### src/rtl/keccak_pkg.sv
`default_nettype none
// ---------------------------------------------------------------------------
// keccak_pkg
//   Shared constants and types for the Keccak sponge front end.
//   - Rate constants for the Kyber hash instances (bits).
//   - Domain-separation bytes for SHAKE and SHA3.
//   - Absorber FSM state encoding.
// Revision: 1.0 - initial release
// ---------------------------------------------------------------------------
package keccak_pkg;

  // Rate in bits for each sponge instance
  localparam int RATE_SHAKE128 = 1344;
  localparam int RATE_SHAKE256 = 1088;
  localparam int RATE_SHA3_512 = 576;

  // Domain-separation bytes (suffix bits plus the first pad bit)
  localparam logic [7:0] DS_SHAKE = 8'h1F;
  localparam logic [7:0] DS_SHA3  = 8'h06;

  // Final pad bit lands in the MSB of the last rate byte
  localparam logic [7:0] PAD_LAST = 8'h80;

  // Absorber FSM
  typedef enum logic [1:0] {
    ST_FILL   = 2'd0,
    ST_EMIT   = 2'd1,
    ST_PADBLK = 2'd2
  } state_e;

endpackage : keccak_pkg
`default_nettype wire

### src/rtl/keccak_pad_word_mask.sv
`default_nettype none
// ---------------------------------------------------------------------------
// keccak_pad_word_mask
//   Combinational byte masker for the last message word.
//   Ports:
//     in_data_i   : raw message word
//     in_bytes_i  : number of valid bytes (values above W/8 act as W/8)
//     data_o      : word with bytes at index >= valid count forced to zero
//     ds_pos_o    : one-hot byte lane receiving the domain byte; all zero
//                   when the word is full (domain byte falls outside it)
//     full_o      : word carries W/8 valid bytes
// Revision: 1.0 - initial release
// ---------------------------------------------------------------------------
module keccak_pad_word_mask #(
  parameter int W  = 64,
  parameter int BW = $clog2(W/8) + 1
) (
  input  logic [W-1:0]   in_data_i,
  input  logic [BW-1:0]  in_bytes_i,
  output logic [W-1:0]   data_o,
  output logic [W/8-1:0] ds_pos_o,
  output logic           full_o
);

  localparam int NB = W / 8;

  int unsigned w_nvalid;

  always_comb begin
    // Clamp oversize counts to a full word
    w_nvalid = (int'(in_bytes_i) > NB) ? NB : int'(in_bytes_i);
    full_o   = (w_nvalid == NB);
    data_o   = '0;
    ds_pos_o = '0;
    for (int i = 0; i < NB; i++) begin
      data_o[8*i +: 8] = (i < w_nvalid) ? in_data_i[8*i +: 8] : 8'h00;
      ds_pos_o[i]      = (i == w_nvalid);
    end
  end

endmodule : keccak_pad_word_mask
`default_nettype wire

### src/rtl/keccak_pad_absorb.sv
`default_nettype none
// ---------------------------------------------------------------------------
// keccak_pad_absorb
//   Streaming pad10*1 absorber: packs W-bit message words into R-bit rate
//   blocks, inserts the domain byte DS and the final 0x80 pad bit, and hands
//   complete blocks to the permutation over a valid/ready handshake.
//   Ports:
//     clk, rst                        : clock, async active-high reset
//     in_valid/in_ready               : input word handshake
//     in_data, in_last, in_bytes      : message word, end flag, byte count
//     out_valid/out_ready             : output block handshake
//     out_block, out_last             : rate block, final-block flag
// Revision: 1.0 - initial release
// ---------------------------------------------------------------------------
module keccak_pad_absorb
  import keccak_pkg::*;
#(
  parameter int         R  = RATE_SHAKE128,
  parameter int         W  = 64,
  parameter logic [7:0] DS = DS_SHAKE,
  localparam int        BW = $clog2(W/8) + 1
) (
  input  logic          clk,
  input  logic          rst,
  input  logic          in_valid,
  output logic          in_ready,
  input  logic [W-1:0]  in_data,
  input  logic          in_last,
  input  logic [BW-1:0] in_bytes,
  output logic          out_valid,
  input  logic          out_ready,
  output logic [R-1:0]  out_block,
  output logic          out_last
);

  localparam int NW  = R / W;
  localparam int NB  = W / 8;
  localparam int WCW = (NW > 1) ? $clog2(NW) : 1;
  localparam logic [WCW-1:0] WCNT_MAX = WCW'(NW - 1);

  state_e         state_q, state_d;
  logic [WCW-1:0] wcnt_q, wcnt_d;
  logic           pend_q, pend_d;   // padding spills into an extra block
  logic           last_q, last_d;
  logic [R-1:0]   block_q, block_d;

  logic [W-1:0]   w_masked;
  logic [NB-1:0]  w_ds_pos;
  logic           w_full;
  logic [W-1:0]   w_ds_word;

  keccak_pad_word_mask #(
    .W  (W),
    .BW (BW)
  ) u_mask (
    .in_data_i  (in_data),
    .in_bytes_i (in_bytes),
    .data_o     (w_masked),
    .ds_pos_o   (w_ds_pos),
    .full_o     (w_full)
  );

  // Domain byte placed in the lane selected by the masker
  for (genvar gi = 0; gi < NB; gi++) begin : g_ds_lane
    assign w_ds_word[8*gi +: 8] = w_ds_pos[gi] ? DS : 8'h00;
  end

  always_comb begin
    state_d = state_q;
    wcnt_d  = wcnt_q;
    pend_d  = pend_q;
    last_d  = last_q;
    block_d = block_q;

    case (state_q)
      ST_FILL: begin
        if (in_valid) begin
          if (!in_last) begin
            block_d[W*wcnt_q +: W] = in_data;
            if (wcnt_q == WCNT_MAX) begin
              state_d = ST_EMIT;
              last_d  = 1'b0;
              wcnt_d  = '0;
            end else begin
              wcnt_d = wcnt_q + WCW'(1);
            end
          end else begin
            state_d = ST_EMIT;
            wcnt_d  = '0;
            block_d[W*wcnt_q +: W] = w_masked ^ w_ds_word;
            if (w_full && (wcnt_q == WCNT_MAX)) begin
              // No room left for the domain byte: defer to a padding block
              pend_d = 1'b1;
              last_d = 1'b0;
            end else begin
              if (w_full) begin
                // Full word below the last slot: domain byte opens the next
                // slot, which is still zero.
                for (int k = 1; k < NW; k++) begin
                  if (k == int'(wcnt_q) + 1) begin
                    block_d[W*k +: 8] = DS;
                  end
                end
              end
              // XOR so a domain byte in the last position merges with 0x80
              block_d[R-1 -: 8] = block_d[R-1 -: 8] ^ PAD_LAST;
              last_d = 1'b1;
            end
          end
        end
      end

      ST_EMIT: begin
        if (out_ready) begin
          if (pend_q) begin
            state_d = ST_PADBLK;
          end else begin
            state_d = ST_FILL;
            block_d = '0;
            last_d  = 1'b0;
          end
        end
      end

      ST_PADBLK: begin
        block_d           = '0;
        block_d[7:0]      = DS;
        block_d[R-1 -: 8] = PAD_LAST;
        pend_d            = 1'b0;
        last_d            = 1'b1;
        state_d           = ST_EMIT;
      end

      default: begin
        state_d = ST_FILL;
      end
    endcase
  end

  always_ff @(posedge clk or posedge rst) begin
    if (rst) begin
      state_q <= ST_FILL;
      wcnt_q  <= '0;
      pend_q  <= 1'b0;
      last_q  <= 1'b0;
      block_q <= '0;
    end else begin
      state_q <= state_d;
      wcnt_q  <= wcnt_d;
      pend_q  <= pend_d;
      last_q  <= last_d;
      block_q <= block_d;
    end
  end

  assign in_ready  = (state_q == ST_FILL);
  assign out_valid = (state_q == ST_EMIT);
  assign out_block = block_q;
  assign out_last  = last_q;

endmodule : keccak_pad_absorb
`default_nettype wire

### config.mk
export PLATFORM = sky130hd
export DESIGN_NAME = keccak_pad_absorb
export DESIGN_NICKNAME = d
export VERILOG_FILES = /design/src/rtl/keccak_pkg.sv /design/src/rtl/keccak_pad_word_mask.sv /design/src/rtl/keccak_pad_absorb.sv
export SDC_FILE = /design/constraint.sdc
export NUM_CORES = 2
export LEC_CHECK = 0
export ABC_AREA = 1
export BUFFER_PORTS_ARGS = -buffer_cell sky130_fd_sc_hd__buf_2
export CELL_PAD_IN_SITES_DETAIL_PLACEMENT = 0
export CELL_PAD_IN_SITES_GLOBAL_PLACEMENT = 1
export CORE_AREA = 2 2 547 549
export CTS_BUF_LIST = sky130_fd_sc_hd__clkbuf_4 sky130_fd_sc_hd__clkbuf_8 sky130_fd_sc_hd__clkbuf_16
export DETAILED_ROUTE_END_ITERATION = 7
export DIE_AREA = 0 0 549 551
export PLACE_DENSITY_LB_ADDON = 0.3
export SLEW_MARGIN = 15
export SYNTH_ARGS = -nofsm -noshare
export SYNTH_HDL_FRONTEND = slang
export SYNTH_SLANG_ARGS = --single-unit
### constraint.sdc
create_clock -name clk -period 44.6 [get_ports clk]
set_input_delay 4.46 -clock clk [delete_from_list [all_inputs] [get_ports clk]]
set_output_delay 4.46 -clock clk [all_outputs]
set_load 0.1 [all_outputs]
Word level (Yosys, flattened, before mapping):

Index checks and enable logic that the tools add are counted.
Widths: inputs -> output; s select.

* add/subtract/negate cells: 3
* reduce and logical (&&, ||, !) cells: 10
* bitwise logic cells: 2
* multiplexer cells: 104
* $lt $le $gt $ge: 9
* equal/unequal tests: 37
* shift operators: 3

Operators with widths (count)
* $mux 1344: 4
* $pmux 1344 s3: 1
* $bwmux 1344: 2
* $shiftx 64x34->1344: 2
* $shift 64x34->1344 const A: 1
* $mux 8: 69
* $eq 5x32->1 const A: 8
* $eq 3x32->1 const A: 6
* $eq 4x32->1 const A: 4
* $eq 6x32->1 const A: 4
* $lt 3x32->1 const A: 4
* $eq 2x32->1 const A: 3
* $lt 1x32->1 const A: 2
* $lt 2x32->1 const A: 2
* $xor 64x61->64: 1
* $mux 5: 10
* $neg 11->34: 1
* $eq 1x32->1 const A: 1
* $eq 32x4->1 const B: 1
* $logic_not 32->1: 1
* $mux 2: 5
* $mux 1: 9
* $reduce_and 4->1: 2
* $add 5x1->6 const B: 1
* 21 further kinds: 24

* output and inout port bits: 1347
* logic and storage cells: 173
* flip-flop bits (word level): 1353
* bits of input ports: 73

Depth between registers and ports, before layout:

* depth after elaboration: 13
* gate-level depth with buffers: 19
* depth with buffers taken out: 16

Cells and area by module:

From an unflattened synthesis, not the netlist that was laid out.

* cell total of the unflattened synthesis: 7901
* area total of the unflattened synthesis: 65395.2 µm²

Modules (own cells, without submodules)
* keccak_pad_absorb: sequential area each 33857.5 µm², cells an instance 7752, area an instance 64787.1 µm², instances 1
* keccak_pad_word_mask: sequential area each 0.0 µm², cells an instance 149, area an instance 608.1 µm², instances 1

Least setup slack after synthesis:

Ideal clock, no wire load.

* kind: input to register
* start: input in_last
* end: register block_q[346] (netlist: out_block[346])
* setup time: 0.123 ns
* path buffers: 5
* cell stages on the path: 7
* setup slack: 38.475 ns
* data required time: 44.477 ns
* data arrival time: 6.002 ns
* path through: clkbuf_1 > buf_2 > buf_2 > clkbuf_1 > buf_1 > o22ai_1 > a22o_1

* cells in the longest elaborated chain, start to end: 3

RTL lines
* from (decl): RTL line keccak_pad_absorb.sv:28 `input logic in_last,`
* $mux 1344: RTL line keccak_pad_absorb.sv:78 `if (!in_last) begin`
* $mux 1344: RTL line keccak_pad_absorb.sv:77 `if (in_valid) begin`
* $pmux 1344 s3: RTL line keccak_pad_absorb.sv:75 `case (state_q)`
* to (signal assigned): RTL line keccak_pad_absorb.sv:152 `block_q <= block_d;`
* to (decl): RTL line keccak_pad_absorb.sv:45 `logic [R-1:0] block_q, block_d;`

Every way passes these cells. The select of a mux whose other input is x is not followed.
A chain may end at the register's enable or synchronous reset.

Worst setup path in the final report:

* start: input out_ready
* end: register block_q[761] (netlist: out_block[761])

* cells in the longest elaborated chain, start to end: 2

RTL lines
* from (decl): RTL line keccak_pad_absorb.sv:31 `input logic out_ready,`
* $ne 2x1->1 (no source line)
* $reduce_and 4->1 (no source line)

Every way passes these cells.

==> metrics.md <==
| Metric | Value |
|---|---|
| Status | finished clean |
| Area Growth Syn to Fin | 26.8% |
| Worst Path Required | 45.38 ns |
| Total track usage | 35.9% |
| Remaining global-route overflow | 0 |
| Largest net degree at the start of global routing | around 150 |
| CP arrival | 9.40 ns |
| Count of hold buffers inserted by post-cts repair | 0 |
| Area of the multi-input gates | approximately 28000 µm² |
| Net Count, Synth | around 8800 |
| Core footprint | 296000 µm² |
| Setup Viol. Count Final | 0 |
| Synth top area cells | dfrtp_1 (50%), nand2_1 (11%), o21ai_0 (8.1%), inv_1 (5.3%), o22ai_1 (4.1%) |
| CP Capture Type | flip-flop |
| Worst Skew | roughly 0.051 ns |
| NumNets Final | 9991 |
| Vias | ~77000 |
| Total CTS buffers | 182 |
| Post-cts sizing count | 0 |
| Max-slew violation count | 0 |
| Post-synthesis sequential area ratio | 49.6% |
| Synth Cell Area | around 68000 µm² |
| Final period util | approximately a fifth |
| Peak VDD IR | a little under 0.1 mV |
| CP Max Fanout | 82 |
| Register Area | 33900 µm² |
| Clk root buf | clkbuf_16 |
| Die Height | about 550 µm |
| Syn Area/Cell | 7.84 µm² |
| DRC Markers | 0 |
| Commonest cells in the netlist | nand2_1 (1909), dfrtp_1 (1353), o21ai_0 (1110), inv_1 (956), nor2_1 (672) |
| Num rows | 200 |
| Main synth FF type | dfrtp_1 |
| Clk pin slew, worst setup/hold paths | 0.06 ns |
| DR pass1 iterations | 6 |
| Port Buffers | 1419 |
| Synth top area share | 49.6% |
| TNS Setup | 0 ns |
| Number of distinct library cells after synthesis | 56 |
| Initial antenna violation count | 81 |
| Post-synth EDFFs | 0 |
| Max-Cap Viols | 0 |
| Die area | 302000 µm² |
| H-tree levels | 4 |
| Flops & latches, synth | 1353 |
| Die width | 549 µm |
| WL final | 564 mm |
| Worst-Margin Slew | 1.34 ns |
| Post-CTS setup buffers | 0 |
| Achievable frequency | ~120 MHz |
| CP Launch Type | primary input |
| Vias in the first global route | 73044 |
| First-pass GRT wire length | between 700 and 800 mm |
| Placer Congestion | between 0.9 and 1 |
| Clock period minus worst slack | 8.62 ns |
| Cells after synthesis | between 8000 and 9000 |
| Fin. Hold Viols | 0 |
| Fillers | 32426 |
| LEAKAGE | 0.0409 µW |
| Initial Util | 23.0% |
| RSZ-0062 raised after global routing | no |
| I/O pins | 1420 |
| PwrDens | 66.8 nW/µm² |
| Clk_lat worst skew | between 0.8 and 0.9 ns |
| Ys async rst share | 100% |
| Vias/cell | 5.46 |
| Count leader, synth | nand2_1 |
| Yosys top cell by area | dfrtp_1 |
| Clock buffer depth | 4 |
| Critical path class | primary input to flip-flop |
| Ys Warns | 0 |
| Hold WC Path Type | flip-flop to flip-flop |
| WL per Instance | 40.2 µm |
| CTS Sinks | 1353 |
| Worst slew margin | 10.0% |
| CTS tree | done |
| Hpwl dp | 425 mm |
| Final core utilization | 29.2% |
| DRT iter0 DRCs | between 9000 and 10000 |
| Proportion of layout cells with a drive suffix above 1 | 21.7% |
| Antenna-violating nets left | 0 |
==> cells in the final DEF, fill, tap and decap left out, types with 11 or more instances in the layout <==
master,netlist,final
nand2_1,1909,1891
buf_2,202,1418
dfrtp_1,1353,1353
o21ai_0,1110,1104
inv_1,956,952
nor2_1,672,650
o22ai_1,448,447
nand3_1,363,362
a21oi_1,335,329
buf_4,10,226
clkbuf_16,0,184
o211ai_1,156,156
o21ai_1,91,90
a22oi_1,71,71
nor3_1,76,70
nand4_1,66,66
o2111ai_1,60,60
o31ai_1,52,52
a31oi_1,45,44
o221ai_1,43,43
nor2_2,30,42
o32ai_1,41,41
clkbuf_4,0,38
inv_2,40,37
clkbuf_8,0,32
diode_2,0,30
clkinv_2,0,28
nand2_2,14,26
nor2_4,15,25
bufinv_16,0,22
a32o_1,17,17
a22o_1,13,13
or2_2,12,12
a21oi_4,3,11
nor4_1,11,11
==> metal layers <==
metal	vias to the layer above	GRT usage (%)	routed length (µm)
met5	-	0	182
li1	31611	-	-
met4	24	23.8	43900
met1	39107	43.0	214000
met2	4846	54.5	244000
met3	987	12.5	62100
==> stage by stage <==
step / power [µW] / cell area [µm²] / instances / hold slack, ns / setup slack (ns)
after floorplan: 2660 / 68200 / 8693 / 0.470 / 2.00
after global placement: 4080 / 79900 / 13661 / 0.459 / 35.23
after detailed placement: 4080 / 79900 / 13662 / 0.458 / 35.22
after CTS: 5700 / 86300 / 13990 / 0.473 / 36.15
after global routing: 5830 / 86400 / 14008 / 0.492 / 35.81
final: 5770 / 86400 / 14020 / 0.471 / 35.98
==> area by class of cell <==
type	count	area share, %
clock buffers	254	6.17
inverters	1004	4.42
multi-input cells	5713	32.8
flip-flops and latches	1353	39.2
diodes	30	0.0869
clock inverters	74	1.29
well taps	3939	5.70
repair buffers	1653	10.4
==> cell families (layout without fill, tap and decap cells) <==
group	count (synthesis)	after routing	synth area share, %
compound gates	2515	2515	21.6
other cells	0	30	0
fa+ha+maj	11	11	0.202
flops	1353	1353	49.6
buf+inv	1627	2985	9.42
simple gates	3184	3184	19.1
xor+xnor	3	3	0.0385
==> worst paths after layout <==
kind	from	end	slack (ns)	cells past startpoint
min in group asynchronous	rst	out_block[1101]	3.64	2
max in group asynchronous	rst	out_block[1256]	37.80	5
hold reg to reg	out_block[765]	out_block[765]	0.47	2
setup / recovery	out_ready	out_block[761]	35.98	10
setup reg to reg	wcnt_q[1]	out_block[1321]	37.71	12
hold / removal	out_block[765]	out_block[765]	0.47	2
==> critical path: stages <==
cell     delay [ns]
buf_2          0.10
o22ai_1        0.42
nor2_4         0.15
inv_8          0.40
buf_4          0.80
buf_4          0.85
buf_4          0.85
buf_4          0.89
nand2_1        0.11
o21ai_1        0.11
==> power breakdown <==
group,internal (µW),switching [µW],leakage (µW)
registers,1260,27.1,0.0189
clock network,967,658,0.00320
logic,331,2530,0.0189
total,2560,3220,0.0409
==> registers in the layout, summed over array words and instances, names as in the netlist, named ones only <==
name       cells
out_block   1338
wcnt_q         5
state_q        2
out_last       1
pend_q         1
(Power assumes the default switching activity.)
